$ cat config.mk
export PLATFORM = sky130hd
export DESIGN_NAME = ex_alu_unit
export DESIGN_NICKNAME = d
export VERILOG_FILES = /design/src/rtl/ex_alu_unit_pkg.sv /design/src/rtl/ex_alu_unit_alu_control.sv /design/src/rtl/ex_alu_unit.sv
export SDC_FILE = /design/constraint.sdc
export NUM_CORES = 1
export LEC_CHECK = 0
export CELL_PAD_IN_SITES_DETAIL_PLACEMENT = 1
export CELL_PAD_IN_SITES_GLOBAL_PLACEMENT = 2
export CORE_ASPECT_RATIO = 1.25
export CORE_MARGIN = 3
export CORE_UTILIZATION = 30
export CTS_BUF_LIST = sky130_fd_sc_hd__clkbuf_2
export CTS_CLUSTER_SIZE = 8
export DETAILED_ROUTE_END_ITERATION = 8
export PLACE_DENSITY = 0.77
export SYNTH_ARGS = -nofsm -noshare
export SYNTH_HDL_FRONTEND = slang
export SYNTH_SLANG_ARGS = --single-unit
$ cat constraint.sdc
create_clock -name clk -period 4.66 [get_ports clk]
set_clock_uncertainty 0.1 [all_clocks]
set_input_delay 0.699 -clock clk [delete_from_list [all_inputs] [get_ports clk]]
set_output_delay 0.699 -clock clk [all_outputs]
set_load 0.005 [all_outputs]
$ cat src/rtl/ex_alu_unit_pkg.sv
// Shared encodings for the execute-stage ALU: alu_op classes and the 4-bit alu_ctrl codes.
package ex_alu_unit_pkg;

  localparam logic [2:0] ALU_OP_ADD    = 3'b000;
  localparam logic [2:0] ALU_OP_BRANCH = 3'b001;
  localparam logic [2:0] ALU_OP_RTYPE  = 3'b010;
  localparam logic [2:0] ALU_OP_ITYPE  = 3'b011;

  localparam logic [3:0] CTRL_ADD  = 4'h0;
  localparam logic [3:0] CTRL_SUB  = 4'h1;
  localparam logic [3:0] CTRL_SLL  = 4'h2;
  localparam logic [3:0] CTRL_SLT  = 4'h3;
  localparam logic [3:0] CTRL_SLTU = 4'h4;
  localparam logic [3:0] CTRL_XOR  = 4'h5;
  localparam logic [3:0] CTRL_SRL  = 4'h6;
  localparam logic [3:0] CTRL_SRA  = 4'h7;
  localparam logic [3:0] CTRL_OR   = 4'h8;
  localparam logic [3:0] CTRL_AND  = 4'h9;
  localparam logic [3:0] CTRL_BEQ  = 4'hA;
  localparam logic [3:0] CTRL_BNE  = 4'hB;
  localparam logic [3:0] CTRL_BLT  = 4'hC;
  localparam logic [3:0] CTRL_BGE  = 4'hD;
  localparam logic [3:0] CTRL_BLTU = 4'hE;
  localparam logic [3:0] CTRL_BGEU = 4'hF;

  // Branch codes occupy the upper contiguous block A..F.
  function automatic logic is_branch_ctrl(input logic [3:0] ctrl);
    return (ctrl >= CTRL_BEQ);
  endfunction

  // Shared R/I arithmetic table; alt selects SUB at 000 and SRA at 101.
  function automatic logic [3:0] arith_ctrl(input logic [2:0] f3, input logic alt);
    logic [3:0] c;
    case (f3)
      3'b000:  c = alt ? CTRL_SUB : CTRL_ADD;
      3'b001:  c = CTRL_SLL;
      3'b010:  c = CTRL_SLT;
      3'b011:  c = CTRL_SLTU;
      3'b100:  c = CTRL_XOR;
      3'b101:  c = alt ? CTRL_SRA : CTRL_SRL;
      3'b110:  c = CTRL_OR;
      3'b111:  c = CTRL_AND;
      default: c = CTRL_ADD;
    endcase
    return c;
  endfunction

endpackage

$ cat src/rtl/ex_alu_unit_alu_control.sv
// Combinational alu_control decoder: alu_op/func3/func7[5] to a 4-bit ALU control code.
module ex_alu_unit_alu_control
  import ex_alu_unit_pkg::*;
(
  input  logic [2:0] alu_op,
  input  logic [2:0] func3_code,
  input  logic       func7_code,
  output logic [3:0] alu_ctrl,
  output logic       br_force_zero
);

  // Decode the instruction class into a control code; undefined branch func3 kills the mark.
  always_comb begin
    alu_ctrl      = CTRL_ADD;
    br_force_zero = 1'b0;
    case (alu_op)
      ALU_OP_RTYPE: alu_ctrl = arith_ctrl(func3_code, func7_code);
      // ADDI never becomes SUB; func7 only distinguishes SRLI/SRAI.
      ALU_OP_ITYPE: alu_ctrl = arith_ctrl(func3_code, func7_code & (func3_code == 3'b101));
      ALU_OP_BRANCH: begin
        case (func3_code)
          3'b000:  alu_ctrl = CTRL_BEQ;
          3'b001:  alu_ctrl = CTRL_BNE;
          3'b100:  alu_ctrl = CTRL_BLT;
          3'b101:  alu_ctrl = CTRL_BGE;
          3'b110:  alu_ctrl = CTRL_BLTU;
          3'b111:  alu_ctrl = CTRL_BGEU;
          default: begin
            alu_ctrl      = CTRL_BEQ;
            br_force_zero = 1'b1;
          end
        endcase
      end
      default: alu_ctrl = CTRL_ADD;
    endcase
  end

endmodule

$ cat src/rtl/ex_alu_unit.sv
// RV32I execute-stage ALU: decoder instance, combinational datapath and a valid-gated output register.
module ex_alu_unit
  import ex_alu_unit_pkg::*;
#(
  parameter int XLEN = 32
) (
  input  logic            clk,
  input  logic            rst_n,
  input  logic [2:0]      alu_op,
  input  logic [2:0]      func3_code,
  input  logic            func7_code,
  input  logic [XLEN-1:0] op_a,
  input  logic [XLEN-1:0] op_b,
  input  logic            valid_i,
  output logic [3:0]      alu_ctrl,
  output logic [XLEN-1:0] alu_o,
  output logic            br_mark,
  output logic [XLEN-1:0] alu_o_q,
  output logic            br_mark_q
);

  localparam int SHW = $clog2(XLEN);

  logic            br_force_zero_s;
  logic [SHW-1:0]  shamt_s;
  logic            lt_s_s;
  logic            lt_u_s;
  logic            cond_s;
  logic [XLEN-1:0] res_s;
  logic [XLEN-1:0] alu_o_r;
  logic            br_mark_r;

  ex_alu_unit_alu_control u_alu_control (
    .alu_op        (alu_op),
    .func3_code    (func3_code),
    .func7_code    (func7_code),
    .alu_ctrl      (alu_ctrl),
    .br_force_zero (br_force_zero_s)
  );

  assign shamt_s = op_b[SHW-1:0];
  assign lt_s_s  = ($signed(op_a) < $signed(op_b));
  assign lt_u_s  = (op_a < op_b);

  // ALU datapath: arithmetic result and raw branch condition for the decoded code.
  always_comb begin
    res_s  = op_a + op_b;
    cond_s = 1'b0;
    case (alu_ctrl)
      CTRL_ADD:  res_s = op_a + op_b;
      CTRL_SUB:  res_s = op_a - op_b;
      CTRL_SLL:  res_s = op_a << shamt_s;
      CTRL_SLT:  res_s = {{(XLEN-1){1'b0}}, lt_s_s};
      CTRL_SLTU: res_s = {{(XLEN-1){1'b0}}, lt_u_s};
      CTRL_XOR:  res_s = op_a ^ op_b;
      CTRL_SRL:  res_s = op_a >> shamt_s;
      CTRL_SRA:  res_s = $unsigned($signed(op_a) >>> shamt_s);
      CTRL_OR:   res_s = op_a | op_b;
      CTRL_AND:  res_s = op_a & op_b;
      CTRL_BEQ:  cond_s = (op_a == op_b);
      CTRL_BNE:  cond_s = (op_a != op_b);
      CTRL_BLT:  cond_s = lt_s_s;
      CTRL_BGE:  cond_s = ~lt_s_s;
      CTRL_BLTU: cond_s = lt_u_s;
      CTRL_BGEU: cond_s = ~lt_u_s;
      default: begin
        res_s  = op_a + op_b;
        cond_s = 1'b0;
      end
    endcase
  end

  assign br_mark = is_branch_ctrl(alu_ctrl) & cond_s & ~br_force_zero_s;
  assign alu_o   = is_branch_ctrl(alu_ctrl) ? {{(XLEN-1){1'b0}}, br_mark} : res_s;

  // Pipeline/debug copy: capture on valid_i, hold otherwise, cleared asynchronously.
  always_ff @(posedge clk or negedge rst_n) begin
    if (!rst_n) begin
      alu_o_r   <= {XLEN{1'b0}};
      br_mark_r <= 1'b0;
    end else if (valid_i) begin
      alu_o_r   <= alu_o;
      br_mark_r <= br_mark;
    end else begin
      alu_o_r   <= alu_o_r;
      br_mark_r <= br_mark_r;
    end
  end

  assign alu_o_q   = alu_o_r;
  assign br_mark_q = br_mark_r;

endmodule

==> out/qor.txt, run 1 <==
Beginning of the critical path -> alu_op[2]
CP required -> 3860 ps
Register area share after synthesis -> 7.60%
Number of synthesized flops with an enable pin -> 0
First-pass GRT wire length -> 99,300 microns
Critical path endpoint -> alu_o[2]
Dominant cell type by area after synthesis -> ha_1
CTS root buffer -> clkbuf_2
R2R depth -> 2
Syn avg cell area -> 7.43 sq um
Main synth FF type -> dfrtp_1
Adder and majority cell fraction of the synthesized area -> 11.6%
Wire per inst -> 26.9 microns
Critical path, cell by cell -> clkdlybuf4s50_1, nand2b_4, a2111oi_4, buf_4, nor2_4, buf_4, or2_4, buf_6, o31ai_1, a221oi_1, a221oi_2, buf_4, clkdlybuf4s50_1
Ranking of synthesized cells by area -> ha_1, mux4_2, dfrtp_1, a21oi_1, nand2_1
IO Count -> 144
WP buf/inv -> 6
IO Port Bufs -> 143
Fmax -> 215 MHz
Chip Width -> 176 microns
Die Area -> 38,600 sq um
Capturing point of the worst reg2reg path -> alu_o_q[24]$_DFFE_PN0P_
Status -> finished clean
Initial core utilization -> 30.6%
CTS tree -> built
Synth Register Bits -> 33
Worst path arrival time -> 3850 ps
Placed cell count -> 2,450
Area Growth Syn to Fin -> 65.8%
P_int -> 1560 uW
Most frequent CP cell -> buf_4
CP Max Fanout -> 8
Final min period -> 4650 ps
Fraction of power consumed by the clock network -> 4.9%
Initial DRC Count -> 1,189
Clock Path Buffers -> 2
Seq pwr share -> 13.0%
Fill cells -> 4,263
Final GP Congestion -> 0.981
Max cap viols -> 0
CTS sink cnt -> 33
Max-slew violation count -> 0
Antenna Nets Post-Route -> 0
Vias in the first global route -> 15,579
Fraction of synthesized cell area in xor and xnor cells -> 2.26%
Switching Share -> 46.9%
Most common cell in the netlist -> nand2_1
Largest family of logic cells by synthesized area -> compound AO/OA/AOI/OAI gates
Crit path max-delay family -> buffers and inverters
GRT overflow -> 0
Clk_lat worst skew -> 410 ps
Hpwl dp -> 53,900 microns
Hold bufs inserted after CTS -> 0
P_leak -> 0.00815 uW
Comb pwr share -> 82.1%
Routed via count -> 14,960
Yosys Warn Count -> 0
First-pass iteration count of the detailed router -> 5
NetSw -> 1370 uW
Avg Vias per Cell -> 5.94
PnR worst setup slack -> 12.3 ps
Post-synth ARST share -> 100%
Layout cells sized above 1 -> 43.2%
Syn nets -> 1,635
CTS H-tree depth -> 2
Critical path type -> in2out
CP max stage delay -> 520 ps
Power density cells -> 163 nW/um^2
Area of the mapped netlist -> 10,900 sq um
Yosys cell types -> 87
Die extent in y -> 219 microns
Worst r2r src -> alu_o_q[24]$_DFFE_PN0P_
Row cnt -> 77
Post-synthesis simple-gate area fraction -> 18.9%
Final Setup Violations -> 0
Finished Cell Area -> 18,000 sq um
Mapped Cells -> 1,462
Final std cells w/o fill -> 2,519
Placed cell area -> 16,200 sq um
Worst vdd rail ir drop -> 0.000242 V
Final wirelength -> 67,700 microns
Worst-path clk slew -> 190 ps
DRC violations left -> 0
Area share of the largest cell type after synthesis -> 11.2%
Largest net degree at the start of global routing -> 56
Synth Area in Compound Gates -> 32.4%
Initial antenna violation count -> 3
Final worst-path cycle share -> 99.7%
Critical Path Start Type -> input port
Clock buffer count from CTS -> 5
Core ar. -> 35,600 sq um
Final Hold Viols -> 0
Nets -> 2,216
Slowest-stage cell, CP -> clkdlybuf4s50_1
Worst Setup End Kind -> output pin
Top post-synthesis cells by count -> nand2_1, nor2_1, a21oi_1
Placement Setup Slack -> -835 ps
Worst-Margin Slew -> 786 ps
Flop2flop setup slack -> 3720 ps
Worst path depth -> 13
Post-synthesis mux area share -> 18.9%
Hold WS -> 209 ps
Worst hold-check path type -> in2async
Worst relative slew slack -> 47.6%
Gr usage total -> 33.7%
layout make-up:
cell class / instances / area [sq um] / area share (%)
diodes: 1 / 2.50 / 0.0139
clock buffers: 5 / 25.0 / 0.139
clock inverters: 3 / 12.5 / 0.0694
inverters: 98 / 374 / 2.08
multi-input cells: 1209 / 10400 / 57.5
flip-flops and latches: 33 / 826 / 4.58
well taps: 474 / 593 / 3.29
repair buffers: 696 / 5820 / 32.3
layout by cell type, fill, tap and decap left out, drive strengths merged, types with 36 or more instances in the layout:
cell,n
buf,561
nand2,148
nor2,137
a21oi,114
ha,97
inv,96
o21ai,93
clkdlybuf4s50,67
mux4,53
mux2i,44
mux2,36
worst reg2reg max path: stages, from the launching register on:
cell     delay, ps
dfrtp_1        410
nor2b_1        130
a31o_2         220
worst min-delay path by stage:
| stage | start | endpoint | cells after the start | slack (ps) |
|---|---|---|---|---|
| after floorplan | rst_n | alu_o_q[0]$_DFFE_PN0P_ | 0 | 300 |
| after global placement | alu_o_q[14]$_DFFE_PN0P_ | alu_o_q[14]$_DFFE_PN0P_ | 1 | 370 |
| after detailed placement | alu_o_q[26]$_DFFE_PN0P_ | alu_o_q[26]$_DFFE_PN0P_ | 2 | 380 |
| after CTS | rst_n | alu_o_q[18]$_DFFE_PN0P_ | 1 | 200 |
| after global routing | rst_n | alu_o_q[16]$_DFFE_PN0P_ | 1 | 240 |
| final | rst_n | alu_o_q[18]$_DFFE_PN0P_ | 1 | 210 |
sequential cells by signal, summed over array words and instances (netlist names):
name       flops
alu_o_q       32
br_mark_q      1
power groups by stage:
stage               combinational [uW]  clock [uW]  sequential (uW)
floorplan                          937           0              389
global placement                  2100           0              384
detailed placement                2140           0              387
CTS                               2290         153              383
global route                      2540         159              392
finish                            2410         144              382
metrics by stage:
stage               util (%)  power, uW  setup TNS, ps
global route            50.7       3100           -406
finish                  50.7       2930              0
detailed placement      45.6       2520         -13970
CTS                     48.8       2820           -478
floorplan                  -       1330          -18.1
global placement        45.6       2490         -13340
timing repair:
item | in CTS | in global routing
gates resized for setup | 250 | 136
setup buffers | 32 | 28
pin swaps | 57 | 52
endpoints found under the setup margin | 33 | 31
endpoints found under the hold margin | 0 | 0
per-layer routing:
layer	vias to the layer above	wire length, microns	global-route usage (%)
li1	6638	-	-
met1	7580	28900	44.6
met2	596	32100	56.8
met3	146	3650	2.73
met4	0	3000	13.1
met5	-	0	0
cell families after synthesis:
kind of cell,count (synthesis)
AO/OA/AOI/OAI,502
XOR/XNOR,28
adder cells (fa/ha/maj),100
buffers and inverters,220
flip-flops,33
multiplexers,133
AND/OR/NAND/NOR,446
(Power assumes the default switching activity.)
==> run 2, diff against run 1 <==
Settings changed: REMOVE_ABC_BUFFERS set to 1, TNS_END_PERCENT set to 1.
==> run 2 against run 1 <==
Effect of this change: the run now ends with negative setup slack left; final cell count fell by 0.95%; clock-buffer cell count did not move; total power fell by 0.70%; utilization fell by 1.9 points; cell area fell by 3.8%; largest power group unchanged.
==> out/qor.txt, run 2 (synthesized netlist as in run 1, its figures left out) <==
Finished Cell Area -> 17,300 sq um (-3.8%)
Seq pwr share -> 13.0% (about the same)
Initial DRC Count -> 1,205 (+1.3%)
Final worst-path cycle share -> 102% (+1.8 points)
Clock Path Buffers -> 2 (unchanged)
IO Port Bufs -> 143 (unchanged)
Routed via count -> 14,747 (-1.4%)
Die extent in y -> 219 microns (unchanged)
Switching Share -> 46.4% (-0.50 points)
Vias in the first global route -> 15,527 (-0.33%)
Final wirelength -> 66,500 microns (-1.8%)
Worst relative slew slack -> 38.2% (-9.4 points)
Worst-path clk slew -> 340 ps (+150 ps)
PnR worst setup slack -> -72.3 ps (-84.7 ps)
Placement Setup Slack -> -972 ps (-136 ps)
Core ar. -> 35,600 sq um (unchanged)
Chip Width -> 176 microns (unchanged)
Flop2flop setup slack -> 3720 ps (about the same)
CP required -> 3860 ps (about the same)
Clk_lat worst skew -> 480 ps (+70 ps)
CTS H-tree depth -> 2 (unchanged)
Largest net degree at the start of global routing -> 72 (+29%)
Fmax -> 211 MHz (-1.8%)
Worst path arrival time -> 3930 ps (+80 ps)
Fraction of power consumed by the clock network -> 8.4% (+3.5 points)
Layout cells sized above 1 -> 39.5% (-3.7 points)
Avg Vias per Cell -> 5.91 (-0.48%)
Setup TNS -> -405 ps (-405 ps)
Power density cells -> 168 nW/um^2 (+3.2%)
P_leak -> 0.00784 uW (-3.7%)
Status -> finished, violations left
Clock buffer count from CTS -> 5 (unchanged)
Comb pwr share -> 78.5% (-3.6 points)
Row cnt -> 77 (unchanged)
Die Area -> 38,600 sq um (unchanged)
GRT overflow -> 0 (unchanged)
R2R depth -> 2 (unchanged)
Critical Path Start Type -> input port
CTS sink cnt -> 33 (unchanged)
Final GP Congestion -> 1.03 (+4.8%)
CTS root buffer -> clkbuf_2
Worst r2r src -> alu_o_q[24]$_DFFE_PN0P_
Antenna Nets Post-Route -> 0 (unchanged)
Area Growth Syn to Fin -> 59.6%
Placed cell area -> 16,200 sq um (-0.15%)
Worst-Margin Slew -> 927 ps (+141 ps)
Final Hold Viols -> 0 (unchanged)
CTS tree -> built
Capturing point of the worst reg2reg path -> alu_o_q[24]$_DFFE_PN0P_
Most common cell after layout, fill and taps aside -> buf_4
Max reg flops -> 32 (unchanged)
Critical path type -> in2out
Wire per inst -> 26.6 microns (-0.90%)
Hold bufs inserted after CTS -> 0 (unchanged)
First-pass iteration count of the detailed router -> 5 (unchanged)
Worst hold-check path type -> in2async
Fin util -> 48.8% (-1.9 points)
CP Max Fanout -> 10 (+2)
Initial antenna violation count -> 1 (-2)
Most frequent cells in the layout -> buf_4, nand2_1, nor2_1
Nets -> 2,192 (-1.1%)
First-pass GRT wire length -> 97,500 microns (-1.8%)
Max-slew violation count -> 0 (unchanged)
Hpwl dp -> 53,300 microns (-1.2%)
NetSw -> 1350 uW (-1.8%)
RSZ-0062 raised after global routing -> yes
Violated checks -> negative setup slack
Final Setup Violations -> 10 (+10)
DRC violations left -> 0 (unchanged)
P_int -> 1560 uW (+0.24%)
Max cap viols -> 0 (unchanged)
Worst Setup End Kind -> output pin
Initial core utilization -> 30.6% (unchanged)
Gr usage total -> 33.5% (-0.22 points)
IO Count -> 144 (unchanged)
Worst vdd rail ir drop -> 0.000101 V (-58%)
Final min period -> 4730 ps (+84.7 ps)
-- run 2: area by class of cell --
type	count	area, sq um
Tap cell	474	593
Antenna cell	2	5.00
Clock inverter	2	35.0
Clock buffer	5	25.0
Inverter	98	373
Timing Repair Buffer	672	5500
Fill cell	4278	18200
Multi-Input combinational cell	1209	9980
Sequential cell	33	826
-- run 2: worst max path at each step --
stage                  startpoint   endpoint  slack, ps
finish                  alu_op[1]   alu_o[5]        -70
global route              op_a[0]  alu_o[12]       -230
CTS                       op_a[8]  alu_o[14]       -230
detailed placement        op_a[0]  alu_o[30]       -970
global placement          op_b[4]  alu_o[29]       -940
floorplan           func3_code[1]  alu_o[26]       -480
-- run 2: per-stage QoR --
step | instances | total power (uW) | hold slack (ps)
finish | 2495 | 2910 | 98.1
global route | 2494 | 3070 | 168
CTS | 2486 | 2860 | 140
detailed placement | 2455 | 2500 | 382
global placement | 2455 | 2460 | 374
floorplan | 1340 | 1250 | 303
-- run 2: what timing repair did --
action	CTS	global route
setup buffers	24	7
pin swaps	52	26
resized for setup	184	71
endpoints found under the setup margin	32	32
-- run 2: power groups by stage --
| stage | Sequential (uW) | Clock [uW] | Combinational, uW |
|---|---|---|---|
| global placement | 382 | 0 | 2070 |
| detailed placement | 386 | 0 | 2110 |
| finish | 379 | 246 | 2290 |
| CTS | 381 | 258 | 2220 |
| floorplan | 389 | 0 | 863 |
| global route | 389 | 257 | 2430 |
-- run 2: critical path, stage by stage --
cell and delay (ps):
clkdlybuf4s50_1 480, buf_4 140, buf_4 120, nand3b_1 120, nor3b_2 170, buf_4 210
nand4_1 140, buf_4 170, o221a_2 300, o21ai_0 270, o21ai_0 260, a31oi_1 280
clkdlybuf4s50_1 560
-- run 2: routing by layer --
| metal | GRT usage [%] | part of all wire, % |
|---|---|---|
| met2 | 57.4 | 48 |
| met4 | 23.5 | 8.6 |
| met3 | 3.98 | 5.6 |
| met1 | 38.6 | 38 |
| met5 | 0 | 0 |
